### src/rtl/seq_divider.sv
// seq_divider: restoring shift/subtract divider, one trial subtraction per clock.
// Defining SIGNED_DIV_EN enables two's-complement operands with truncation toward zero.
module seq_divider #(
  parameter int WIDTH = 4
) (
  input  logic             clk,
  input  logic             rst_n,
  input  logic             start,
  input  logic [WIDTH-1:0] dividend,
  input  logic [WIDTH-1:0] divisor,
  output logic             busy,
  output logic             done,
  output logic [WIDTH-1:0] quotient,
  output logic [WIDTH-1:0] remainder,
  output logic             div_by_zero,
  output logic             ovf
);
  localparam int CW = $clog2(WIDTH);
  typedef enum logic [1:0] {IDLE, RUN, DONE} state_t;
  state_t state, state_n;
  logic [WIDTH:0] sh, t;
  logic [WIDTH-1:0] p, p_n, q, q_n, d, mag_a, mag_b;
  logic [CW-1:0] cnt;
  logic neg_q, neg_r, ovp, cap_nq, cap_nr, cap_ov, accept, last;
  // the partial remainder always stays below the divisor, so WIDTH bits hold it
  always_comb begin
    accept = start && state != RUN;
    last = state == RUN && cnt == CW'(WIDTH - 1);
    sh = {p, q[WIDTH-1]};
    t = sh - {1'b0, d};
    p_n = t[WIDTH] ? sh[WIDTH-1:0] : t[WIDTH-1:0];
    q_n = {q[WIDTH-2:0], ~t[WIDTH]};
`ifdef SIGNED_DIV_EN
    mag_a = dividend[WIDTH-1] ? -dividend : dividend;
    mag_b = divisor[WIDTH-1] ? -divisor : divisor;
    cap_nq = dividend[WIDTH-1] ^ divisor[WIDTH-1];
    cap_nr = dividend[WIDTH-1];
    cap_ov = dividend == {1'b1, {(WIDTH-1){1'b0}}} && &divisor;
`else
    mag_a = dividend;
    mag_b = divisor;
    cap_nq = 1'b0;
    cap_nr = 1'b0;
    cap_ov = 1'b0;
`endif
  end
  always_ff @(posedge clk or negedge rst_n)
    if (!rst_n) state <= IDLE;
    else state <= state_n;
  always_comb begin
    state_n = state;
    if (accept) state_n = divisor == '0 ? DONE : RUN;
    else if (state == DONE) state_n = IDLE;
    else if (last) state_n = DONE;
  end
  always_comb begin
    busy = state == RUN;
    done = state == DONE;
  end
  always_ff @(posedge clk or negedge rst_n)
    if (!rst_n) begin
      p <= '0;
      q <= '0;
      d <= '0;
      cnt <= '0;
      neg_q <= 1'b0;
      neg_r <= 1'b0;
      ovp <= 1'b0;
      quotient <= '0;
      remainder <= '0;
      div_by_zero <= 1'b0;
      ovf <= 1'b0;
    end else if (accept) begin
      div_by_zero <= divisor == '0;
      ovf <= 1'b0;
      p <= '0;
      q <= mag_a;
      d <= mag_b;
      cnt <= '0;
      neg_q <= cap_nq;
      neg_r <= cap_nr;
      ovp <= cap_ov;
      if (divisor == '0) begin
        quotient <= '1;
        remainder <= dividend;
      end
    end else if (state == RUN) begin
      p <= p_n;
      q <= q_n;
      cnt <= cnt + CW'(1);
      if (last) begin
        quotient <= neg_q ? -q_n : q_n;
        remainder <= neg_r ? -p_n : p_n;
        ovf <= ovp;
      end
    end
endmodule

### config.mk
export PLATFORM = sky130hd
export DESIGN_NAME = seq_divider
export DESIGN_NICKNAME = d
export VERILOG_FILES = /design/src/rtl/seq_divider.sv
export SDC_FILE = /design/constraint.sdc
export NUM_CORES = 1
export LEC_CHECK = 0
export BUFFER_PORTS_ARGS = -buffer_cell sky130_fd_sc_hd__buf_2
export CORE_UTILIZATION = 40
export DETAILED_ROUTE_END_ITERATION = 7
export PLACE_DENSITY = 0.63
export SYNTH_ARGS = -nofsm -noshare
export SYNTH_HDL_FRONTEND = slang
export SYNTH_SLANG_ARGS = --single-unit
### constraint.sdc
create_clock -name clk -period 2.5 [get_ports clk]
set_input_delay 0.25 -clock clk [delete_from_list [all_inputs] [get_ports clk]]
set_output_delay 0.25 -clock clk [all_outputs]
set_load 0.005 [all_outputs]
Word level (Yosys, flattened, before mapping)

Index checks and enable logic that the tools add are counted.

Bitwise operators: 1
Mux-type cells: 22
Eq/ne operators: 5
$add $sub $neg: 2
Shift-type cells: 0
Reductions and logical operators: 8
Div/mod/pow operators: 0
Multipliers: 0
Magnitude comparators: 0

Operators with widths:

| kind                                                                  | number |
|---|---|
| 4-bit 2-to-1 mux                                                      | 13 |
| 2-bit 2-to-1 mux                                                      | 6 |
| 5-bit by 4-bit subtractor with 5-bit output                           | 1 |
| 2-bit equality test, second input constant                            | 2 |
| 4-bit logical NOT                                                     | 1 |
| 2-bit by 1-bit != test with 1-bit output, second input constant       | 2 |
| 2-bit nonzero test                                                    | 2 |
| 1-bit 2-to-1 mux                                                      | 3 |
| 3-bit AND reduction                                                   | 1 |
| 3-bit nonzero test                                                    | 1 |
| 2-bit by 1-bit adder with 2-bit output, second input constant         | 1 |
| 2-bit by 1-bit equality test with 1-bit output, second input constant | 1 |
| 1-bit logical AND                                                     | 2 |
| 2-bit AND reduction                                                   | 1 |
| 1-bit inverter                                                        | 1 |

Bits in writable memories: 0
Flip-flop bits (word level): 26
Word-level logic and storage cells: 47
ROM bits: 0
Bits of input ports: 11
Memories: 0
Bits in latches: 0
Output and inout bits: 12

Longest topological paths before layout

Depth in word-level cells: 5
Depth in mapped cells: 8
Mapped depth without buffers: 8

Worst setup path after synthesis

Ideal clock, no wire load.

Path type: register -> register
Start point: register q[3]
End point: register remainder[2]
Path slack: 0.366 ns
Setup time: 0.139 ns
Path buffers: 0
Data arrival time: 1.995 ns
Period minus slack after synthesis: 2.134 ns
Data required time: 2.361 ns
Cell stages (with the launch flop): 9
Cells stage by stage: dfrtp_1 inv_1 ha_1 fa_1 nand2b_2 a21oi_4 xor2_4 mux2i_1 a31oi_1

Word-level cells in the longest chain between the ends: 5

Ends and longest elaborated chain:

| item                                        | RTL line | RTL |
|---|---|---|
| from (decl)                                 | 22       | `logic [WIDTH-1:0] p, p_n, q, q_n, d, mag_a, mag_b;` |
| from (signal assigned)                      | 77       | `q <= mag_a;` |
| from (signal assigned)                      | 89       | `q <= q_n;` |
| 5-bit by 4-bit subtractor with 5-bit output | 30       | `t = sh - {1'b0, d};` |
| 4-bit 2-to-1 mux                            | 31       | `p_n = t[WIDTH] ? sh[WIDTH-1:0] : t[WIDTH-1:0];` |
| 4-bit 2-to-1 mux                            | 91       | `if (last) begin` |
| 4-bit 2-to-1 mux                            | 87       | `end else if (state == RUN) begin` |
| 4-bit 2-to-1 mux                            | 73       | `end else if (accept) begin` |
| to (signal assigned)                        | 85       | `remainder <= dividend;` |
| to (signal assigned)                        | 93       | `remainder <= neg_r ? -p_n : p_n;` |
| to (decl)                                   | 14       | `output logic [WIDTH-1:0] remainder,` |

No other way between the ends. The select of a mux whose other input is x is not followed.
A chain may end at the register's enable or synchronous reset.

Final worst setup path

Ends and elaborated chain as after synthesis.

==> results_dict.tcl <==
set metrics [dict create \
    status "complete, no violations" \
    place_inst 200 \
    cp.arrival_ps 2560 \
    drv_cap 0 \
    min_period_over_period 0.9396 \
    rsz0062_at_grt "false" \
    grt_pass1_vias 1011 \
    powerDensity_nw_per_um2 1523 \
    synth_edf_count 0 \
    cts_buffers 3 \
    grt_overflow_total 0 \
    wl_um 2860 \
    finalCriticalPeriod_ps 2349 \
    post_route_cells_drive_above_1_share 0.1925 \
    instances_no_fill 205 \
    worstPathMaxFanout 7 \
    hold_violations 0 \
    setup_viol_count_final 0 \
    ys_seq_area_frac 0.4655 \
    synth_nets 158 \
    drv_slew 0 \
    cts_tree "yes" \
    syn2layout_area_growth_pct 12.10 \
    wl_per_cell_um 13.95 \
    io_buffer_count 21 \
    die_w_um 59.96 \
    die_height_um 59.96 \
    grt_use_total 0.1835 \
    io_pins 23 \
    design_area_um2 1506 \
    ys_ff_latch 25 \
    synth_area_leaders "dfrtp_1 (47%), nand2_1 (6.1%), mux2i_1 (5.2%)" \
    place_area_um2 1470 \
    critical-path-slowest-cell "fa_1" \
    post-cts-setup-buffer-count 0 \
    avgSynthCellArea_um2 9.530 \
    slew_headroom 0.5674 \
    core.rowCount 20 \
    cts_num_sinks 25 \
    yosysTopAreaCellShare 0.4655 \
    critical_path_buf_inv_count 1 \
    diodes 0 \
    ir_drop_uv 621.8 \
    yosysTopAreaCell "dfrtp_1" \
    cts.path.max_buffers 2 \
    async_flop_share 1.000 \
    synth_area_um2 1344 \
    antenna_found_initial 0 \
    drc_errors 0 \
    cts_root_buf "clkbuf_4" \
    drt.antenna.violating_nets 0 \
    grt_pass1_wl_um 4816 \
    yosysWarningCount 0 \
    cts.clk_slew.worst_paths_ps 140 \
    tns_ps 0 \
    critPathMaxStageDelay_ps 400 \
    insertion_delay_ps 320 \
    critPathKind "reg2reg" \
    crit_required_ps 2710 \
    holdWs_ps 129.6 \
    dr.pass1.iters 4 \
    cp_top_family "adder cells" \
    syn_inst 141 \
    grt_max_degree 26 \
    hp-class "in2reg" \
    synth_ff_type "dfrtp_1" \
    ys_types 33 \
    leakagePower_nw 0.6935 \
    start_util 0.4296 \
    vias_per_cell 5.151 \
    die_area_um2 3595 \
    tightest_slew_ps 648.2 \
    endpoint_kind "flip-flop" \
    startpoint_type "flip-flop" \
    vias 1056 \
    htree_levels 1 \
    drt_iter0_markers 35 \
    dp_hpwl_um 2099 \
    crit_chain "inv_1 > ha_1 > fa_1 > nand2b_2 > a21oi_4 > xor2_4 > mux2i_1 > a31oi_1" \
    clock-skew-final_ps 4.077 \
    core_region_area_um2 3128 \
    fmax_mhz 425.7 \
    layout.nets 179 \
    routabilityCongestion 0.8719 \
]
==> cells in the final DEF, fill, tap and decap left out <==
cell type	n
a21oi_1	2
a21oi_4	1
a22o_1	2
a31o_2	1
a31oi_1	2
a41oi_1	3
and3_1	2
buf_2	21
buf_4	1
clkbuf_1	1
clkbuf_4	3
conb_1	1
dfrtp_1	25
dlygate4sd3_1	1
fa_1	1
ha_1	5
inv_1	7
mux2i_1	7
nand2_1	22
nand2b_1	1
nand2b_2	2
nand3_1	2
nor2_1	15
nor2_2	1
nor2b_1	1
nor3_1	5
nor4_1	3
nor4b_1	2
o21ai_0	14
o21ai_1	1
o22a_1	1
or4_1	2
xnor2_1	1
xor2_1	1
xor2_4	1
==> path summary, 6_finish.rpt <==
| kind | startpoint | end | slack (ps) | cells after the start |
|---|---|---|---|---|
| min reg2reg | div_by_zero | div_by_zero | 490 | 2 |
| max in group asynchronous | rst_n | remainder[1] | 1690 | 2 |
| min | divisor[0] | d[0] | 130 | 3 |
| max reg2reg | q[3] | remainder[2] | 150 | 8 |
| max | q[3] | remainder[2] | 150 | 8 |
| min in group asynchronous | rst_n | cnt[0] | 440 | 2 |
==> logic make-up (layout without fill, tap and decap cells) <==
family	Yosys count	after routing	synth area share
AO/OA/AOI/OAI	27	27	0.1304
XOR/XNOR	3	3	0.03352
adder cells (fa/ha/maj)	6	6	0.06145
buffers and inverters	14	34	0.05028
flip-flops	25	25	0.4655
multiplexers	7	7	0.05214
other	1	1	0.002791
AND/OR/NAND/NOR	58	58	0.2039
==> registers in the layout (all words and copies together) (netlist names) <==
signal and cells:
remainder 4, p 4, quotient 4, q 4, state 2, d 4, div_by_zero 1, cnt 2
==> cell usage after synthesis, types with 2 or more instances <==
cell and instances:
a21oi_1 2, nor4b_1 2, ha_1 5, a31oi_1 2
o21ai_0 14, nand2b_2 2, dfrtp_1 25, and3_1 2
a22o_1 2, mux2i_1 7, buf_4 3, nor3_1 5
buf_2 3, nand3_1 2, nor2_1 15, nor4_1 3
nand2_1 22, or4_1 2, inv_1 7, a41oi_1 3
==> timing repair <==
item / CTS / global route
gates resized for setup: 0 / 0
hold buffers: 1 / 0
endpoints found under the hold margin: 25 / 0
setup endpoints to repair: 0 / 0
==> metrics by stage <==
stage | util | power [mW] | setup slack, ps
2_1_floorplan | - | 1.788 | 365.9
3_3_place_gp | 0.4700 | 2.071 | 276.8
3_5_place_dp | 0.4700 | 2.109 | 149.9
4_1_cts | 0.4816 | 2.300 | 148.7
5_1_grt | 0.4816 | 2.501 | 45.30
6_report | 0.4816 | 2.294 | 151.0
==> where the power goes <==
group	switching (mW)	internal (mW)	leakage (nW)	total, mW
logic	0.776	0.577	0.381	1.35
clock network	0.123	0.0623	0.0150	0.185
registers	0.146	0.609	0.297	0.755
==> layout make-up <==
| class | instances | area [um2] |
|---|---|---|
| clock buffer | 4 | 26.28 |
| fill | 288 | 1622 |
| inverter | 7 | 26.28 |
| multi-input combinational | 102 | 650.6 |
| sequential | 25 | 625.6 |
| tap | 44 | 55.05 |
| timing repair buffer | 23 | 122.6 |
==> per-layer routing <==
metal  routed length [um]  vias up  track usage
met5                    0        -            0
met4                   20        0      0.06977
met3                  107        2      0.02381
met2                 1385       25       0.3016
met1                 1347      503       0.2459
li1                     -      526            -
==> worst reg2reg max path, cell delays in order, from the launching register on <==
cell and delay, ps:
dfrtp_1 380, inv_1 70, ha_1 220, fa_1 400, nand2b_2 220, a21oi_4 270
xor2_4 290, mux2i_1 290, a31oi_1 110
Note: power is estimated with default switching activity, not from simulation.
